--- src/rtl/uart_bus_responder_if.sv ---
// ---------------------------------------------------------------------------
// uart_bus_responder_if
//   Host-side serial-port bus between the CPU memory controller (master) and
//   the on-FPGA UART device (slave).
//
//   wrn, rdn    : active-low write / read strobes from the host
//   data_i[7:0] : write data from the host (low byte of the data bus)
//   data_o[7:0] : receive buffer contents presented to the host
//   data_oe     : host-side bus drive enable (follows ~rdn combinationally)
//   tbre        : transmit holding register empty
//   tsre        : transmit shift register empty (no frame in progress)
//   data_ready  : receive buffer holds an unread byte
// ---------------------------------------------------------------------------
interface uart_bus_responder_if;
    logic       wrn;
    logic       rdn;
    logic [7:0] data_i;
    logic [7:0] data_o;
    logic       data_oe;
    logic       tbre;
    logic       tsre;
    logic       data_ready;

    modport master (
        output wrn, rdn, data_i,
        input  data_o, data_oe, tbre, tsre, data_ready
    );

    modport slave (
        input  wrn, rdn, data_i,
        output data_o, data_oe, tbre, tsre, data_ready
    );
endinterface

--- src/rtl/uart_bus_responder.sv ---
// ---------------------------------------------------------------------------
// uart_bus_responder
//   Device end of the CPU serial-port handshake. Bytes written by the host
//   are sent as 8N1 frames on txd; 8N1 frames arriving on rxd are assembled
//   into a byte the host can read.
//
//   Parameters : CLK_DIV  clock cycles per bit (>= 4)
//   Ports      : clk_50MHz    system clock (rising edge)
//                rst          asynchronous, active-low reset
//                bus          host bus (slave modport of uart_bus_responder_if)
//                txd          serial transmit line, idle high
//                rxd          serial receive line (asynchronous)
//                overrun_err  1-cycle pulse: new byte overwrote an unread one
//                frame_err    1-cycle pulse: received stop bit was 0
// ---------------------------------------------------------------------------
module uart_bus_responder #(
    parameter int CLK_DIV = 434
) (
    input  logic                  clk_50MHz,
    input  logic                  rst,
    uart_bus_responder_if.slave   bus,
    output logic                  txd,
    input  logic                  rxd,
    output logic                  overrun_err,
    output logic                  frame_err
);

    localparam int BAUD_W = (CLK_DIV > 1) ? $clog2(CLK_DIV) : 1;
    localparam logic [BAUD_W-1:0] BAUD_LAST = BAUD_W'(CLK_DIV - 1);
    // The start bit is re-checked CLK_DIV/2 cycles after the falling edge;
    // from there, whole-bit steps land every later sample at mid-bit.
    localparam logic [BAUD_W-1:0] HALF_LAST = BAUD_W'(CLK_DIV / 2 - 1);
    localparam logic [BAUD_W-1:0] BAUD_ONE  = BAUD_W'(1);

    typedef enum logic [1:0] {ST_IDLE, ST_START, ST_DATA, ST_STOP} state_e;

    // Strobe edge detect
    logic wrn_q, rdn_q;
    logic wr_evt, rd_evt;

    // Transmit path
    logic [7:0]        hold_q, hold_d;
    logic              hold_full_q, hold_full_d;
    state_e            tx_state_q, tx_state_d;
    logic [7:0]        tx_shift_q, tx_shift_d;
    logic [BAUD_W-1:0] tx_baud_q, tx_baud_d;
    logic [3:0]        tx_bit_q, tx_bit_d;
    logic              txd_q, txd_d;
    logic              tsre_q, tsre_d;

    // Receive path
    logic              rx_meta_q, rx_sync_q, rx_prev_q;
    logic              rx_fall;
    state_e            rx_state_q, rx_state_d;
    logic [7:0]        rx_shift_q, rx_shift_d;
    logic [BAUD_W-1:0] rx_baud_q, rx_baud_d;
    logic [3:0]        rx_bit_q, rx_bit_d;
    logic [7:0]        rx_data_q, rx_data_d;
    logic              data_ready_q, data_ready_d;
    logic              overrun_q, overrun_d;
    logic              frame_q, frame_d;

    // One event per strobe: registered high while the raw strobe is low.
    assign wr_evt  = wrn_q & ~bus.wrn;
    assign rd_evt  = rdn_q & ~bus.rdn;
    assign rx_fall = rx_prev_q & ~rx_sync_q;

    // ------------------------------------------------------------------
    // Transmit next-state
    // ------------------------------------------------------------------
    always_comb begin
        hold_d      = hold_q;
        hold_full_d = hold_full_q;
        tx_state_d  = tx_state_q;
        tx_shift_d  = tx_shift_q;
        tx_baud_d   = tx_baud_q;
        tx_bit_d    = tx_bit_q;
        txd_d       = txd_q;
        tsre_d      = tsre_q;

        // Writes while the holding register is full are dropped.
        if (wr_evt && !hold_full_q) begin
            hold_d      = bus.data_i;
            hold_full_d = 1'b1;
        end

        case (tx_state_q)
            ST_IDLE: begin
                if (hold_full_q) begin
                    // hold_full_q=1 means no write can be accepted this edge,
                    // so clearing it here never loses a byte.
                    tx_state_d  = ST_START;
                    tx_shift_d  = hold_q;
                    hold_full_d = 1'b0;
                    tsre_d      = 1'b0;
                    txd_d       = 1'b0;
                    tx_baud_d   = '0;
                end else begin
                    tsre_d = 1'b1;
                end
            end
            ST_START: begin
                if (tx_baud_q == BAUD_LAST) begin
                    tx_baud_d  = '0;
                    tx_state_d = ST_DATA;
                    tx_bit_d   = 4'd0;
                    txd_d      = tx_shift_q[0];
                end else begin
                    tx_baud_d = tx_baud_q + BAUD_ONE;
                end
            end
            ST_DATA: begin
                if (tx_baud_q == BAUD_LAST) begin
                    tx_baud_d = '0;
                    if (tx_bit_q == 4'd7) begin
                        tx_state_d = ST_STOP;
                        txd_d      = 1'b1;
                    end else begin
                        tx_bit_d   = tx_bit_q + 4'd1;
                        tx_shift_d = {1'b0, tx_shift_q[7:1]};
                        txd_d      = tx_shift_q[1];
                    end
                end else begin
                    tx_baud_d = tx_baud_q + BAUD_ONE;
                end
            end
            ST_STOP: begin
                if (tx_baud_q == BAUD_LAST) begin
                    tx_baud_d  = '0;
                    tx_state_d = ST_IDLE;
                    // Stay "busy" if another byte is already waiting so the
                    // back-to-back frame shows no tsre blip.
                    tsre_d     = ~hold_full_q;
                end else begin
                    tx_baud_d = tx_baud_q + BAUD_ONE;
                end
            end
            default: tx_state_d = ST_IDLE;
        endcase
    end

    // ------------------------------------------------------------------
    // Receive next-state
    // ------------------------------------------------------------------
    always_comb begin
        rx_state_d   = rx_state_q;
        rx_shift_d   = rx_shift_q;
        rx_baud_d    = rx_baud_q;
        rx_bit_d     = rx_bit_q;
        rx_data_d    = rx_data_q;
        overrun_d    = 1'b0;
        frame_d      = 1'b0;
        data_ready_d = rd_evt ? 1'b0 : data_ready_q;

        case (rx_state_q)
            ST_IDLE: begin
                if (rx_fall) begin
                    rx_state_d = ST_START;
                    rx_baud_d  = '0;
                end
            end
            ST_START: begin
                if (rx_baud_q == HALF_LAST) begin
                    rx_baud_d  = '0;
                    rx_bit_d   = 4'd0;
                    // Line back high at mid-start: treat as a glitch.
                    rx_state_d = rx_sync_q ? ST_IDLE : ST_DATA;
                end else begin
                    rx_baud_d = rx_baud_q + BAUD_ONE;
                end
            end
            ST_DATA: begin
                if (rx_baud_q == BAUD_LAST) begin
                    rx_baud_d  = '0;
                    rx_shift_d = {rx_sync_q, rx_shift_q[7:1]};
                    if (rx_bit_q == 4'd7) begin
                        rx_state_d = ST_STOP;
                    end else begin
                        rx_bit_d = rx_bit_q + 4'd1;
                    end
                end else begin
                    rx_baud_d = rx_baud_q + BAUD_ONE;
                end
            end
            ST_STOP: begin
                if (rx_baud_q == BAUD_LAST) begin
                    rx_baud_d  = '0;
                    rx_state_d = ST_IDLE;
                    if (rx_sync_q) begin
                        // Completion beats a same-edge read: the new byte is
                        // unread, and nothing was lost, so no overrun.
                        rx_data_d    = rx_shift_q;
                        data_ready_d = 1'b1;
                        overrun_d    = data_ready_q & ~rd_evt;
                    end else begin
                        frame_d = 1'b1;
                    end
                end else begin
                    rx_baud_d = rx_baud_q + BAUD_ONE;
                end
            end
            default: rx_state_d = ST_IDLE;
        endcase
    end

    // ------------------------------------------------------------------
    // State registers
    // ------------------------------------------------------------------
    always_ff @(posedge clk_50MHz or negedge rst) begin
        if (!rst) begin
            wrn_q        <= 1'b1;
            rdn_q        <= 1'b1;
            hold_q       <= '0;
            hold_full_q  <= 1'b0;
            tx_state_q   <= ST_IDLE;
            tx_shift_q   <= '0;
            tx_baud_q    <= '0;
            tx_bit_q     <= '0;
            txd_q        <= 1'b1;
            tsre_q       <= 1'b1;
            rx_meta_q    <= 1'b1;
            rx_sync_q    <= 1'b1;
            rx_prev_q    <= 1'b1;
            rx_state_q   <= ST_IDLE;
            rx_shift_q   <= '0;
            rx_baud_q    <= '0;
            rx_bit_q     <= '0;
            rx_data_q    <= '0;
            data_ready_q <= 1'b0;
            overrun_q    <= 1'b0;
            frame_q      <= 1'b0;
        end else begin
            wrn_q        <= bus.wrn;
            rdn_q        <= bus.rdn;
            hold_q       <= hold_d;
            hold_full_q  <= hold_full_d;
            tx_state_q   <= tx_state_d;
            tx_shift_q   <= tx_shift_d;
            tx_baud_q    <= tx_baud_d;
            tx_bit_q     <= tx_bit_d;
            txd_q        <= txd_d;
            tsre_q       <= tsre_d;
            rx_meta_q    <= rxd;
            rx_sync_q    <= rx_meta_q;
            rx_prev_q    <= rx_sync_q;
            rx_state_q   <= rx_state_d;
            rx_shift_q   <= rx_shift_d;
            rx_baud_q    <= rx_baud_d;
            rx_bit_q     <= rx_bit_d;
            rx_data_q    <= rx_data_d;
            data_ready_q <= data_ready_d;
            overrun_q    <= overrun_d;
            frame_q      <= frame_d;
        end
    end

    assign bus.data_o     = rx_data_q;
    assign bus.data_oe    = ~bus.rdn;
    assign bus.tbre       = ~hold_full_q;
    assign bus.tsre       = tsre_q;
    assign bus.data_ready = data_ready_q;
    assign txd            = txd_q;
    assign overrun_err    = overrun_q;
    assign frame_err      = frame_q;

endmodule

--- src/flat_wrapper.sv ---
// flat-port wrapper written by rule: the top's interface ports become plain ports
module uart_bus_responder_flat 
#(
    parameter int CLK_DIV = 434
)
  (clk_50MHz, rst, txd, rxd, overrun_err, frame_err, bus_wrn, bus_rdn, bus_data_i, bus_data_o, bus_data_oe, bus_tbre, bus_tsre, bus_data_ready);
  uart_bus_responder_if bus_i ();
  input  logic clk_50MHz;
  input  logic rst;
  output logic txd;
  input  logic rxd;
  output logic overrun_err;
  output logic frame_err;
  input wire logic [$bits(bus_i.wrn)-1:0] bus_wrn;
  input wire logic [$bits(bus_i.rdn)-1:0] bus_rdn;
  input wire logic [$bits(bus_i.data_i)-1:0] bus_data_i;
  output wire logic [$bits(bus_i.data_o)-1:0] bus_data_o;
  output wire logic [$bits(bus_i.data_oe)-1:0] bus_data_oe;
  output wire logic [$bits(bus_i.tbre)-1:0] bus_tbre;
  output wire logic [$bits(bus_i.tsre)-1:0] bus_tsre;
  output wire logic [$bits(bus_i.data_ready)-1:0] bus_data_ready;
  assign bus_i.wrn = bus_wrn;
  assign bus_i.rdn = bus_rdn;
  assign bus_i.data_i = bus_data_i;
  assign bus_data_o = bus_i.data_o;
  assign bus_data_oe = bus_i.data_oe;
  assign bus_tbre = bus_i.tbre;
  assign bus_tsre = bus_i.tsre;
  assign bus_data_ready = bus_i.data_ready;
  uart_bus_responder #(.CLK_DIV(CLK_DIV)) u_core (.clk_50MHz(clk_50MHz), .rst(rst), .bus(bus_i), .txd(txd), .rxd(rxd), .overrun_err(overrun_err), .frame_err(frame_err));
endmodule
--- config.mk ---
export PLATFORM = sky130hd
export DESIGN_NAME = uart_bus_responder_flat
export DESIGN_NICKNAME = d
export VERILOG_FILES = /design/src/rtl/uart_bus_responder_if.sv /design/src/rtl/uart_bus_responder.sv /design/src/flat_wrapper.sv
export SDC_FILE = /design/constraint.sdc
export NUM_CORES = 1
export LEC_CHECK = 0
export BUFFER_PORTS_ARGS = -buffer_cell sky130_fd_sc_hd__buf_2
export CORE_AREA = 2 2 83 85
export CTS_CLUSTER_DIAMETER = 40
export CTS_CLUSTER_SIZE = 40
export DETAILED_ROUTE_END_ITERATION = 10
export DIE_AREA = 0 0 85 87
export PLACE_DENSITY = 0.78
export SETUP_SLACK_MARGIN = 0.15
export SKIP_CTS_REPAIR_TIMING = 1
export SYNTH_ARGS = -nofsm -noshare
export SYNTH_HDL_FRONTEND = slang
export SYNTH_SLANG_ARGS = --single-unit
--- constraint.sdc ---
create_clock -name clk_50MHz -period 1.9 [get_ports clk_50MHz]
set_input_delay 0 -clock clk_50MHz [delete_from_list [all_inputs] [get_ports clk_50MHz]]
set_output_delay 0 -clock clk_50MHz [all_outputs]
set_load 0.03 [all_outputs]
==> results by group, run 1 <==
STA
  – Worst clock skew: 0.007854 ns
  – Slew headroom: 0.6807
  – Final setup viols: 0
  – Hold Violations, Final: 0
  – Tmin final: 1.784 ns
  – Final slew viol count: 0
  – Final Cycle Share: 0.9388
  – RSZ-0062 raised after global routing: yes
  – Fmax: 0.5606 GHz
  – Slew @ Worst Pin: 0.4789 ns
  – Worst-case hold slack: 0.1440 ns

Logic synthesis
  – Synth area leader: dfrtp_1
  – Post-synthesis sequential area ratio: 0.5241
  – Simple-Gate Fraction of Synth Area: 0.1508
  – Compound-Gate Fraction of Synth Area: 0.1129
  – Ys flop type: dfrtp_1
  – Synth area leaders: dfrtp_1 (47%), mux2_2 (13%), dfstp_2 (5.3%), ha_1 (4.3%), nand2_1 (3.1%)
  – Post-Synth XOR/XNOR Area: 0.01000
  – Cell Area, Synth: 3502 um^2
  – Post-synthesis mux area share: 0.1379
  – Synthesis Warnings: 0
  – Net Count, Synth: 327
  – EDFF count, synth: 0
  – Post-synth top area share: 0.4716
  – Avg Cell Area, Syn: 11.60 um^2
  – Synthesized instance count: 302
  – Post-Synth Adder-Cell Area: 0.04287
  – Largest family of logic cells by synthesized area: simple AND/OR/NAND/NOR gates
  – Synth async-reset ratio: 1.000
  – Synthesized flop and latch total: 73
  – Synth cell types: 54

Route
  – WL met2: 3421 um
  – Vias: 2620
  – TritonRoute pass-1 iters: 5
  – DRT antenna net count: 0
  – Routed vias/inst: 5.586
  – Detail Route met3 WL: 239 um
  – Drt total wl: 7032 um
  – Post-Route M1 WL: 3206 um
  – DRC Markers: 0
  – Max Used Layer: met4
  – Wire per inst: 14.99 um
  – Initial DRC Count: 206

Critical path
  – Maximum fanout along the worst path: 8
  – Kind of critical path: reg2reg
  – Reg2Reg Setup Slack: 0.12 ns
  – CP endpoint kind: flip-flop
  – Reg2reg path depth: 4
  – Arrival @ worst endpoint: 2.01 ns
  – Req. time, crit path: 2.13 ns
  – CP Launch Type: flip-flop

Layout
  – Fillers: 445
  – Net count, final: 409
  – Syn-to-layout area delta: 27.12%
  – Layout cells sized above 1: 0.4036
  – Number of diodes: 0
  – Final instance area: 4452 um^2

Run status
  – Status: finished clean

Clocking
  – CTS Buf Count: 9
  – # clock sinks: 73
  – Reg clk slew, reported paths: 0.08 ns
  – Clock Tree Root: clkbuf_8
  – Worst-Skew Late Latency: 0.34 ns
  – H-tree Lvls: 3
  – CTS tree: built
  – Bufs on Longest Clock Path: 2

Die
  – Standard-cell row count: 30
  – Die X: 85 um
  – Initial Util: 0.5331
  – I/O Pins: 28
  – Die H: 87 um
  – Core ar.: 6569 um^2
  – Die Footprint: 7395 um^2

Job
  – Number of max-cap violations: 0

Placed design
  – Detailed placement HPWL: 4604 um
  – RD Place Congestion: 0.7589
  – DP Area: 3909 um^2
  – Input/output buffers: 27

Global routing
  – Largest net degree at the start of global routing: 55
  – GRT Util Overall: 0.1902
  – First-pass GRT wire length: 11140 um
  – Gr ovfl total: 0
  – Vias in the first global route: 2510
  – Number of antenna violations at the first check in global routing: 0

Power
  – Power Density: 889.0 nW/um^2
  – Leak Pwr: 2.131 nW
  – Maximum vdd drop: 0.6004 mV

Min path
  – Hold crit path type: in2async
## layout by cell type, fill, tap and decap left out, types with 3 or more instances in the layout
master         netlist  routed
dfrtp_2              0       3
dfrtp_1             66      63
clkbuf_8             0       9
or3_1                5       5
mux2_2              41      41
nor2b_1              5       3
nand4_1              4       4
inv_1               13      11
buf_2                3      27
o21ai_0             20      19
nor3_1               4       3
a21oi_1             11      11
a22o_1               6       6
dlygate4sd3_1        0      12
o22ai_1              4       4
nor2_1              10      10
nand2_1             29      28
dfstp_2              7       7
ha_1                12       9
nand3_1              7       7
buf_4                0      33
## critical path, cell delays in order (launching register included)
cell and delay [ns]:
dfrtp_2 0.44, nor4b_4 0.40, nand3_2 0.16, a21oi_4 0.29
mux2_2 0.38
## registers in the layout, summed over array words and instances, names as in the netlist, 2 cells and up, named ones only
| register | cells |
|---|---|
| u_core.bus.data_o | 8 |
| u_core.hold_q | 8 |
| u_core.rx_baud_q | 9 |
| u_core.rx_bit_q | 4 |
| u_core.rx_shift_q | 8 |
| u_core.tx_baud_q | 9 |
| u_core.tx_bit_q | 4 |
| u_core.tx_shift_q | 8 |
| u_core.tx_state_q | 2 |
## cells in the mapped netlist, types with 2 or more instances
library cell and number:
a211oi_1 3, a21oi_1 11, a22o_1 6, and2_1 3, and3b_1 2, and4_1 3, and4b_1 2, buf_2 3
clkbuf_1 3, dfrtp_1 66, dfstp_2 7, ha_1 12, inv_1 13, mux2_2 41, nand2_1 29, nand2b_1 3
nand3_1 7, nand3b_1 2, nand4_1 4, nor2_1 10, nor2b_1 5, nor3_1 4, nor4b_1 2, o211ai_1 2
o21a_1 2, o21ai_0 20, o22ai_1 4, or3_1 5, xnor2_1 2, xor2_1 2
## worst paths after layout
kind | to | startpoint
worst max register to register | u_core.tx_shift_q[4]$_DFFE_PN0P_ | u_core.tx_baud_q[2]$_DFFE_PN0P_
worst max-delay path | u_core.tx_shift_q[4]$_DFFE_PN0P_ | u_core.tx_baud_q[2]$_DFFE_PN0P_
max in group asynchronous | u_core.rdn_q$_DFF_PN1_ | rst
worst min register to register | u_core.rx_sync_q$_DFF_PN1_ | u_core.rx_meta_q$_DFF_PN1_
worst min-delay path | u_core.hold_q[2]$_DFFE_PN0P_ | rst
min in group clk_50MHz | u_core.rx_meta_q$_DFF_PN1_ | rxd
## through the flow
| stage | setup WS (ns) | setup TNS (ns) | utilization | instances | power, mW |
|---|---|---|---|---|---|
| 6_report | 0.1163 | 0 | 0.6777 | 469 | 3.958 |
| 5_1_grt | 0.04907 | 0 | 0.6777 | 469 | 4.174 |
| 4_1_cts | -0.01417 | -0.02974 | 0.6284 | 442 | 3.881 |
| 3_5_place_dp | 0.01112 | 0 | 0.5950 | 426 | 2.546 |
| 3_3_place_gp | 0.02527 | 0 | 0.5950 | 426 | 2.507 |
| 2_1_floorplan | 0.1625 | 0 | - | 302 | 2.269 |
## logic make-up after synthesis
logic type	Yosys count
xor+xnor	4
fa+ha+maj	12
compound gates	60
simple gates	91
buf+inv	19
mux	43
flops	73
## metal layers
metal,global-route usage,vias to the layer above
met1,0.2531,1286
li1,-,1257
met2,0.2962,61
met5,0,-
met4,0.09812,0
met3,0.03981,16
## report_power, final
| group | internal [mW] | switching (mW) | leakage, nW |
|---|---|---|---|
| clock network | 0.747 | 0.599 | 0.111 |
| logic | 0.400 | 0.366 | 1.07 |
| registers | 1.72 | 0.130 | 0.945 |
| total | 2.86 | 1.09 | 2.13 |
## final cells by class
cell class / count / area, um^2 / area share
multi-input cells: 211 / 1675 / 0.3763
clock buffers: 10 / 127.6 / 0.02867
flip-flops and latches: 73 / 1839 / 0.4132
clock inverters: 6 / 91.34 / 0.02052
well taps: 80 / 100.1 / 0.02248
inverters: 13 / 48.80 / 0.01096
repair buffers: 76 / 569.3 / 0.1279
Note: power is estimated with default switching activity, not from simulation.
==> run 2, diff against run 1 <==
Settings changed: PLACE_DENSITY 0.78 to not set, PLACE_DENSITY_LB_ADDON set to 0.12, RECOVER_POWER set to 50.
==> results by group, run 2 (synthesis results as in run 1) <==
Run status
  – Status: finished clean

Clocking
  – CTS Buf Count: 9
  – # clock sinks: 73
  – CTS tree: built
  – Clock Tree Root: clkbuf_8
  – Reg clk slew, reported paths: 0.08 ns
  – Worst-Skew Late Latency: 0.34 ns
  – H-tree Lvls: 3
  – Bufs on Longest Clock Path: 2

STA
  – Tmin final: 1.778 ns
  – Final setup viols: 0
  – Worst clock skew: 0.01203 ns
  – Final Cycle Share: 0.9357
  – Post-Route Setup TNS: 0 ns
  – Final slew viol count: 0
  – Hold Violations, Final: 0
  – Slew headroom: 0.2568
  – RSZ-0062 raised after global routing: yes
  – Fmax: 0.5625 GHz
  – Slew @ Worst Pin: 1.115 ns

Route
  – Drt total wl: 7121 um
  – Routed vias/inst: 5.490
  – Initial DRC Count: 88
  – DRT antenna net count: 0
  – DRC Markers: 0
  – Wire per inst: 15.25 um
  – TritonRoute pass-1 iters: 4
  – Vias: 2564

Layout
  – Syn-to-layout area delta: 27.08%
  – Layout cells sized above 1: 0.3747
  – Net count, final: 407
  – Fillers: 467
  – Number of diodes: 0
  – Most common cell after layout, fill and taps aside: dfrtp_1
  – Biggest regs: u_core.rx_baud_q x9, u_core.tx_baud_q x9
  – Most frequent cells in the layout: dfrtp_1 (66), mux2_2 (38), buf_4 (32)

Power
  – Leak Pwr: 2.108 nW
  – Power Density: 914.5 nW/um^2
  – Power Total: 4.070 mW
  – Maximum vdd drop: 0.6379 mV

Die
  – Standard-cell row count: 30
  – Die Footprint: 7395 um^2
  – Die X: 85 um
  – Initial Util: 0.5331
  – Core ar.: 6569 um^2
  – Die H: 87 um
  – I/O Pins: 28

Placed design
  – RD Place Congestion: 0.7482
  – Input/output buffers: 27
  – Detailed placement HPWL: 4420 um

Global routing
  – Largest net degree at the start of global routing: 47
  – Vias in the first global route: 2437
  – Number of antenna violations at the first check in global routing: 0
  – GRT Util Overall: 0.1914
  – First-pass GRT wire length: 11210 um
  – Gr ovfl total: 0

Critical path
  – CP Capture Point: u_core.tx_state_q[1]$_DFFE_PN0P_
  – CP endpoint kind: flip-flop
  – Worst Setup SP: u_core.tx_state_q[1]$_DFFE_PN0P_
  – Worst reg2reg startpoint: u_core.tx_state_q[1]$_DFFE_PN0P_
  – Reg-to-Reg End: u_core.tx_state_q[1]$_DFFE_PN0P_
  – Kind of critical path: reg2reg
  – Reg2reg path depth: 6
  – Arrival @ worst endpoint: 2.01 ns
  – CP Launch Type: flip-flop
  – Maximum fanout along the worst path: 3
  – Reg2Reg Setup Slack: 0.12 ns
  – Req. time, crit path: 2.13 ns

Job
  – Number of max-cap violations: 0

Min path
  – Hold crit path type: in2async
run 2: cell count changes in the layout (fill, tap and decap cells not counted), sizes merged:
| cell | change |
|---|---|
| buf | -7 |
| clkinv | -1 |
| bufinv | +1 |
| clkbuf | +5 |
run 2: report_power, final:
group	total, mW	switching, mW	internal [mW]
clock network	1.49	0.603	0.882
registers	1.82	0.107	1.71
logic	0.764	0.378	0.386
total	4.07	1.09	2.98
run 2: cell type report:
type	instances	area, um^2	share of cell area
Sequential cell	73	1836	0.4124
Tap cell	80	100.1	0.02249
Clock inverter	6	116.4	0.02615
Timing Repair Buffer	74	541.8	0.1217
Inverter	13	48.80	0.01096
Multi-Input combinational cell	211	1680	0.3776
Clock buffer	10	127.6	0.02868
run 2: worst max-delay path, cell delays in order (launching register included):
cell and delay (ns):
dfrtp_1 0.42, inv_1 0.11, ha_1 0.21, nor3_2 0.21
a21oi_1 0.08, a211oi_2 0.26, mux2_2 0.37
run 2: metal layers:
metal | track usage | part of all wire | up-vias
met5 | 0 | 0 | -
met4 | 0.07937 | 0.013 | 0
met3 | 0.04360 | 0.026 | 8
met2 | 0.3018 | 0.48 | 34
met1 | 0.2570 | 0.48 | 1260
li1 | - | - | 1262
run 2: metrics by stage:
| step | utilization | hold WS (ns) | setup WS (ns) | instances | area, um^2 |
|---|---|---|---|---|---|
| 2_1_floorplan | - | -0.2956 | 0.1625 | 302 | 3502 |
| 3_3_place_gp | 0.5989 | -0.05626 | 0.01422 | 429 | 3934 |
| 3_5_place_dp | 0.5989 | -0.05298 | -0.03982 | 429 | 3934 |
| 4_1_cts | 0.6360 | -0.4359 | -0.04520 | 445 | 4178 |
| 5_1_grt | 0.6775 | 0.1385 | 0.05372 | 467 | 4451 |
| 6_report | 0.6775 | 0.1099 | 0.1222 | 467 | 4451 |
run 2: worst min-delay path by stage:
stage / to / slack (ns) / depth (start not counted)
2_1_floorplan: asynchronous set/reset pin / -0.30 / 0
3_3_place_gp: u_core.tx_baud_q[7]$_DFFE_PN0P_ / -0.06 / 1
3_5_place_dp: u_core.tx_baud_q[7]$_DFFE_PN0P_ / -0.05 / 1
4_1_cts: u_core.tx_bit_q[0]$_DFFE_PN0P_ / -0.44 / 1
5_1_grt: u_core.tx_bit_q[0]$_DFFE_PN0P_ / 0.14 / 2
6_report: u_core.tx_bit_q[1]$_DFFE_PN0P_ / 0.11 / 2
